File: src/rtl/cpu_pkg.sv
// Shared opcodes and fetch-stage state encoding for the CPU front end.
package cpu_pkg;

    localparam logic [7:0] NOP_OPCODE   = 8'h00;
    localparam logic [7:0] STALL_OPCODE = 8'hFF;
    localparam logic [3:0] MOV1_PREFIX  = 4'b1110;
    localparam logic [3:0] MOV2_PREFIX  = 4'b1111;

    typedef enum logic [2:0] {
        IDLE,
        FETCH,
        ISSUE,
        STALL
    } fetch_state_t;

endpackage

File: src/rtl/instruction_fetch_unit_pc_register.sv
// Program counter: a jump load wins over the post-fetch increment; arithmetic wraps.
module pc_register #(
    parameter int PC_WIDTH = 8
) (
    input  logic                clk,
    input  logic                rst,
    input  logic                jump,
    input  logic [PC_WIDTH-1:0] jump_target,
    input  logic                inc,
    output logic [PC_WIDTH-1:0] pc
);

    logic [PC_WIDTH-1:0] pc_q;
    logic [PC_WIDTH-1:0] pc_d;

    always_comb begin
        pc_d = pc_q;
        if (jump) begin
            pc_d = jump_target;
        end else if (inc) begin
            pc_d = pc_q + PC_WIDTH'(1);
        end
    end

    always_ff @(posedge clk or negedge rst) begin
        if (!rst) begin
            pc_q <= '0;
        end else begin
            pc_q <= pc_d;
        end
    end

    assign pc = pc_q;

endmodule

File: src/rtl/instruction_fetch_unit.sv
// Fetch stage: one outstanding memory request, single-cycle issue strobe, local stall
// opcode handling and jump redirection with discard of an in-flight response.
module instruction_fetch_unit
    import cpu_pkg::*;
#(
    parameter int PC_WIDTH     = 8,
    parameter int STALL_CYCLES = 4
) (
    input  logic                clk,
    input  logic                rst,
    input  logic                run,
    input  logic                jump_valid,
    input  logic [PC_WIDTH-1:0] jump_target,
    output logic                mem_req,
    output logic [PC_WIDTH-1:0] mem_addr,
    input  logic                mem_valid,
    input  logic [7:0]          mem_data,
    output logic [7:0]          instruction,
    output logic                enabled,
    output logic [PC_WIDTH-1:0] pc,
    output logic                stall_active
);

    localparam int CNT_W = (STALL_CYCLES > 1) ? $clog2(STALL_CYCLES) : 1;
    localparam logic [CNT_W-1:0] STALL_LAST = CNT_W'(STALL_CYCLES - 1);

    fetch_state_t        state_q, state_d;
    logic [CNT_W-1:0]    stall_cnt_q, stall_cnt_d;
    logic                flush_q, flush_d;
    logic                mem_req_q, mem_req_d;
    logic [PC_WIDTH-1:0] mem_addr_q, mem_addr_d;
    logic [7:0]          instr_q, instr_d;
    logic                enabled_q, enabled_d;
    logic                stall_q, stall_d;
    logic                pc_inc;
    logic                start_fetch;
    logic [PC_WIDTH-1:0] pc_cur;
    logic [PC_WIDTH-1:0] fetch_pc;

    pc_register #(
        .PC_WIDTH(PC_WIDTH)
    ) u_pc (
        .clk        (clk),
        .rst        (rst),
        .jump       (jump_valid),
        .jump_target(jump_target),
        .inc        (pc_inc),
        .pc         (pc_cur)
    );

    // A new request always targets the pc the register will hold after this edge;
    // pc never increments in the same cycle a request starts.
    assign fetch_pc = jump_valid ? jump_target : pc_cur;

    always_comb begin
        state_d     = state_q;
        stall_cnt_d = stall_cnt_q;
        flush_d     = flush_q;
        mem_req_d   = mem_req_q;
        mem_addr_d  = mem_addr_q;
        instr_d     = NOP_OPCODE;
        enabled_d   = 1'b0;
        stall_d     = 1'b0;
        pc_inc      = 1'b0;
        start_fetch = 1'b0;

        case (state_q)
            IDLE: begin
                start_fetch = run;
            end
            FETCH: begin
                if (mem_valid) begin
                    if (jump_valid || flush_q) begin
                        flush_d     = 1'b0;
                        start_fetch = 1'b1;
                    end else if (mem_data == STALL_OPCODE) begin
                        pc_inc      = 1'b1;
                        state_d     = STALL;
                        stall_cnt_d = STALL_LAST;
                        stall_d     = 1'b1;
                        mem_req_d   = 1'b0;
                    end else begin
                        pc_inc    = 1'b1;
                        instr_d   = mem_data;
                        enabled_d = 1'b1;
                        state_d   = ISSUE;
                        mem_req_d = 1'b0;
                    end
                end else if (jump_valid) begin
                    flush_d = 1'b1;
                end
            end
            ISSUE: begin
                if (run) begin
                    start_fetch = 1'b1;
                end else begin
                    state_d = IDLE;
                end
            end
            STALL: begin
                if (jump_valid || stall_cnt_q == '0) begin
                    if (run) begin
                        start_fetch = 1'b1;
                    end else begin
                        state_d = IDLE;
                    end
                end else begin
                    stall_cnt_d = stall_cnt_q - CNT_W'(1);
                    stall_d     = 1'b1;
                end
            end
            default: begin
                state_d = IDLE;
            end
        endcase

        if (start_fetch) begin
            state_d    = FETCH;
            mem_req_d  = 1'b1;
            mem_addr_d = fetch_pc;
        end
    end

    always_ff @(posedge clk or negedge rst) begin
        if (!rst) begin
            state_q     <= IDLE;
            stall_cnt_q <= '0;
            flush_q     <= 1'b0;
            mem_req_q   <= 1'b0;
            mem_addr_q  <= '0;
            instr_q     <= NOP_OPCODE;
            enabled_q   <= 1'b0;
            stall_q     <= 1'b0;
        end else begin
            state_q     <= state_d;
            stall_cnt_q <= stall_cnt_d;
            flush_q     <= flush_d;
            mem_req_q   <= mem_req_d;
            mem_addr_q  <= mem_addr_d;
            instr_q     <= instr_d;
            enabled_q   <= enabled_d;
            stall_q     <= stall_d;
        end
    end

    assign mem_req      = mem_req_q;
    assign mem_addr     = mem_addr_q;
    assign instruction  = instr_q;
    assign enabled      = enabled_q;
    assign pc           = pc_cur;
    assign stall_active = stall_q;

endmodule
File: config.mk
export PLATFORM = sky130hd
export DESIGN_NAME = instruction_fetch_unit
export DESIGN_NICKNAME = d
export VERILOG_FILES = /design/src/rtl/cpu_pkg.sv /design/src/rtl/instruction_fetch_unit_pc_register.sv /design/src/rtl/instruction_fetch_unit.sv
export SDC_FILE = /design/constraint.sdc
export NUM_CORES = 1
export LEC_CHECK = 0
export BUFFER_PORTS_ARGS = -buffer_cell sky130_fd_sc_hd__buf_4
export CORE_MARGIN = 2
export CORE_UTILIZATION = 45
export CTS_CLUSTER_SIZE = 8
export DETAILED_ROUTE_END_ITERATION = 8
export PLACE_DENSITY_LB_ADDON = 0.05
export SYNTH_ARGS = -nofsm -noshare
export SYNTH_HDL_FRONTEND = slang
export SYNTH_HIERARCHICAL = 1
export SYNTH_SLANG_ARGS = --single-unit
export TNS_END_PERCENT = 1
File: constraint.sdc
create_clock -name clk -period 2.3 [get_ports clk]
set_input_delay 0.46 -clock clk [delete_from_list [all_inputs] [get_ports clk]]
set_output_delay 0.46 -clock clk [all_outputs]
set_load 0.05 [all_outputs]
# After elaboration in Yosys (flattened, before gate mapping)
# Index checks and enable logic that the tools add are counted.
[word_totals]
register_bits = 33
input_bits = 21
output_inout_bits = 27
wordCells = 81
[op_classes]
add_sub_neg = 2
n_eq_ne = 14
n_mux = 43
reduce_logical = 13
[op_table]
columns = ["cell", "n"]
rows = [
  ["8-bit 2-to-1 mux", 7],
  ["1-bit 2-to-1 mux", 23],
  ["3-bit 2-to-1 mux", 5],
  ["2-bit inequality test (second input constant)", 6],
  ["3-bit one-hot mux with 4 select lines", 1],
  ["2-bit nonzero test", 5],
  ["3-bit inequality test (second input constant)", 3],
  ["8-bit by 1-bit adder with 8-bit output (second input constant)", 1],
  ["8-bit equality test (second input constant)", 1],
  ["2-bit 2-to-1 mux", 4],
  ["3-bit by 2-bit equality test with 1-bit output (second input constant)", 2],
  ["3-bit AND reduction", 2],
  ["5-bit AND reduction", 1],
  ["1-bit one-hot mux with 4 select lines", 1],
  ["2-bit one-hot mux with 2 select lines", 1],
  ["4-bit AND reduction", 1],
  ["3-bit by 1-bit equality test with 1-bit output (second input constant)", 1],
  ["3-bit zero test", 1],
  ["2-bit zero test", 1],
  ["1-bit logical OR", 2],
  ["2-bit by 1-bit inequality test with 1-bit output (second input constant)", 1],
  ["1-bit one-hot mux with 2 select lines", 1],
  ["2-bit by 1-bit subtractor with 2-bit output (second input constant)", 1],
]

# Logic depth before layout (Yosys ltp)
[depth]
word_depth = 6
mapped_depth = 7
ltp_nobuf = 6

# Modules after synthesis
# Netlist, hierarchy kept.
[by_module_without_submodules]
columns = ["module", "instances", "cells_per_inst", "area_per_inst_um2", "seq_area_each_um2"]
rows = [
  ["instruction_fetch_unit", 1, 82, 1066.0, 600.6],
  ["pc_register", 1, 49, 450.4, 200.2],
]

# Worst setup path after synthesis
# No wires, ideal clock.
[synth_timing]
kind = "register to register"
start = "register state_q[1]"
end = "register u_pc.pc_q[7], in the netlist u_pc/pc[7]"
setup_ps = 69
arrival_time_ps = 1633
required_time_ps = 2231
path_slack_ps = 598
stages_incl_launch_ff = 7
n_path_buf = 1
synth_period_minus_slack_ps = 1702
cell_sequence = "dfrtp_1 > nand3b_4 > nor3_2 > buf_4 > nand4_4 > or4_1 > nand3_1"
[synth_via]
elab_chain_cells = 3
[synth_rtl]
columns = ["item", "line", "rtl"]
rows = [
  ["start, declared", "instruction_fetch_unit.sv:27", "fetch_state_t state_q, state_d;"],
  ["start signal, assigned", "instruction_fetch_unit.sv:135", "state_q <= state_d;"],
  ["3-bit by 1-bit equality test with 1-bit output", "instruction_fetch_unit.sv:67", "case (state_q)"],
  ["1-bit 2-to-1 mux", "instruction_fetch_unit.sv:67", ""],
  ["named net pc_inc", "instruction_fetch_unit.sv:35", "logic pc_inc;"],
  ["2-bit nonzero test (no source line)", "--", ""],
  ["end signal, assigned", "instruction_fetch_unit_pc_register.sv:29", "pc_q <= pc_d;"],
  ["end, declared", "instruction_fetch_unit_pc_register.sv:13", "logic [PC_WIDTH-1:0] pc_q;"],
]
# The timed path passes the listed nets, and every way through them passes these cells.
# A chain may end at the register's enable or synchronous reset.

# Worst setup path in the final report
[layout_timing]
start = "register state_q[0]"
end = "register u_pc.pc_q[7], in the netlist u_pc/pc[7]"
# Same word-level chain as after synthesis.

==> run metrics <==
Clk pwr share=0.207; Die Y=62.1 um; Mean Syn Cell Area=11.6 sq um; FP Rows=21; IO buf count=47; min Tclk post-route=1.77 ns; largest family of logic cells by synthesized area=simple AND/OR/NAND/NOR gates; layout cell share with drive strength beyond 1=0.448; simple-gate area share of the yosys netlist=0.191; Finish-stage setup viols=0; Max FO, Critical Path=8; Synth Area in XOR/XNOR=0.0231; CP Capture Type=flop; commonest cells after routing, fill and taps aside=buf_4, dfrtp_1, mux2_2, nand2_1; synth warn=6; Switching Share=0.413; P_sw=roughly 960 uW; status=complete, no violations; synthesized flop and latch total=32; largest net degree at the start of global routing=33; proportion of synthesized area in mux cells=0.140; deepest clock path buffer count=2; final period utilization=0.768; relative slew slack=0.734; Pins Over Slew Limit=0; post_cts resized=0; Final Instance Area=1990 sq um; Vias=1136; initial antenna violation count=0; CP arrival=2.04 ns; Reg2Reg Launch Point=state_q[0]$_DFFE_PN0P_; Worst Hold Class=in2async; number of global-route vias before repair=1046; Max Clock Freq=566 MHz; Clock Skews=0.00931 ns; endpoints failing hold=0; post-synthesis adder-cell area fraction=0.0165; CTS root buf=clkbuf_4; cell count of the worst reg-to-reg path=5; H-tree Lvls=2; Async SR Flop Fraction=1.00; reg-to-reg endpoint=u_pc/pc[7]$_DFFE_PN0P_; DIE AREA=between 3000 and 4000 sq um; R2R Setup Slk=0.53 ns; DRT antenna net count=0; Seq/Total Area, Yosys=0.528; worst endpoint required time=2.57 ns; Post-Route WL=just over 3000 um; RSZ-0062 raised after global routing=no; Net Count, Synth=154; # hold bufs at CTS=0; commonest non-fill, non-tap cell in the layout=buf_4; LEAKAGE=0.949 nW; total grt overflow=0; DP Wirelength=2190 um; Initial Util=0.462; Final #Nets=about 200; drt drc=0; Core Region=3280 sq um; drt via density=~5; Reg clk slew, reported paths=roughly 0.10 ns; Placement Cell Area=around 1900 sq um; CTS Buf Count=5; mean routed wirelength per cell=between 10 and 15 um; synthesized area=1520 sq um; synth unique cells=29; synthesized instance count=approximately 130; Post-synth EDFFs=0; P_int=1.37 mW; Skew-Pair Late Insertion Delay=0.34 ns; Main synth FF type=dfrtp_1; first-pass GRT wire length=4780 um; CP Class=reg2reg; area delta synth->final=31.3%; sequential power share=0.358; die width=62.1 um; Worst setup SP type=flop; io pins=between 40 and 50; Post-CTS Setup Bufs=0; TritonCTS clock tree=done; # Max-Cap Violations=0; Tightest Pin Transition=0.396 ns; Total GRT Usage=0.177; Ant. Diodes=0; DRT iter0 DRCs=72; PwrDens=1170 nW/um^2; VDD IR-drop max=0.000566 V; gpl congestion=0.774; first-pass iteration count of the detailed router=4; Compound-Gate Fraction of Synth Area=0.0627; CTS Sinks=32; combinational share of power=0.435; final setup TNS=0 ns
cells in the mapped netlist (3+ instances only):
cell	number	area share
nor2_1	3	0.0074
nand4_1	4	0.016
mux2_2	18	0.13
nand3_1	7	0.023
xor2_1	3	0.017
or4_1	3	0.015
dfrtp_1	32	0.53
and2_1	8	0.033
nand2_1	14	0.035
o21ai_0	8	0.026
nor2b_1	3	0.012
inv_1	5	0.012
power groups by stage:
stage	registers (mW)	clock network (mW)	logic (mW)
6_report	0.835	0.484	1.01
5_1_grt	0.856	0.521	1.08
4_1_cts	0.836	0.493	1.03
3_5_place_dp	0.846	0	1.02
3_3_place_gp	0.838	0	1.01
2_1_floorplan	1.23	0	0.343
worst max-delay path: stages, from the launching register on:
cell and delay (ns):
dfrtp_1 0.52, nand3b_4 0.13, nor3_2 0.32, nand4_4 0.16
or4_1 0.48, nand3_1 0.09
state kept, by name (all words and copies together), names as in the netlist, 2 cells and up:
| name | flops |
|---|---|
| mem_addr | 8 |
| state_q | 2 |
| stall_cnt_q | 2 |
| instruction | 8 |
| u_pc/pc | 8 |
routing by layer:
metal,vias up,wire length (um),track usage
met1,548,1210,0.209
met5,-,0,0
met4,0,21,0.0638
li1,550,-,-
met3,2,222,0.0725
met2,36,1600,0.290
logic make-up after synthesis:
| family | after synthesis |
|---|---|
| AO/OA/AOI/OAI | 15 |
| XOR/XNOR | 4 |
| adder cells (fa/ha/maj) | 2 |
| buffers and inverters | 11 |
| flip-flops | 32 |
| multiplexers | 19 |
| AND/OR/NAND/NOR | 48 |
worst max-delay path by stage:
stage                             endpoint              startpoint  slack, ns  depth (start not counted)
floorplan           u_pc/pc[7]$_DFFE_PN0P_  state_q[1]$_DFFE_PN0P_       0.60                          6
global placement    u_pc/pc[7]$_DFFE_PN0P_              jump_valid       0.46                          5
detailed placement  state_q[0]$_DFFE_PN0P_              jump_valid       0.41                          5
CTS                 u_pc/pc[6]$_DFFE_PN0P_  state_q[0]$_DFFE_PN0P_       0.51                          5
global route        state_q[0]$_DFFE_PN0P_  state_q[0]$_DFFE_PN0P_       0.33                          5
finish              u_pc/pc[7]$_DFFE_PN0P_  state_q[0]$_DFFE_PN0P_       0.53                          5
metrics by stage:
stage                     std cells  worst slack [ns]   util  power (mW)  hold WS, ns
after global routing            227             0.331  0.606        2.46       0.0420
after CTS                       227             0.508  0.606        2.36       0.0502
final                           227             0.533  0.606        2.33       0.0397
after detailed placement        219             0.412  0.577        1.87        0.423
after global placement          219             0.460  0.577        1.85        0.419
after floorplan                 131             0.598      -        1.57        0.164
layout make-up:
class	instances	area [sq um]
multi-input combinational	88	658
clock inverter	1	30.0
sequential	32	801
inverter	5	18.8
tap	46	57.6
timing repair buffer	48	360
clock buffer	7	65.1
fill	283	1290
Note: power is estimated with default switching activity, not from simulation.
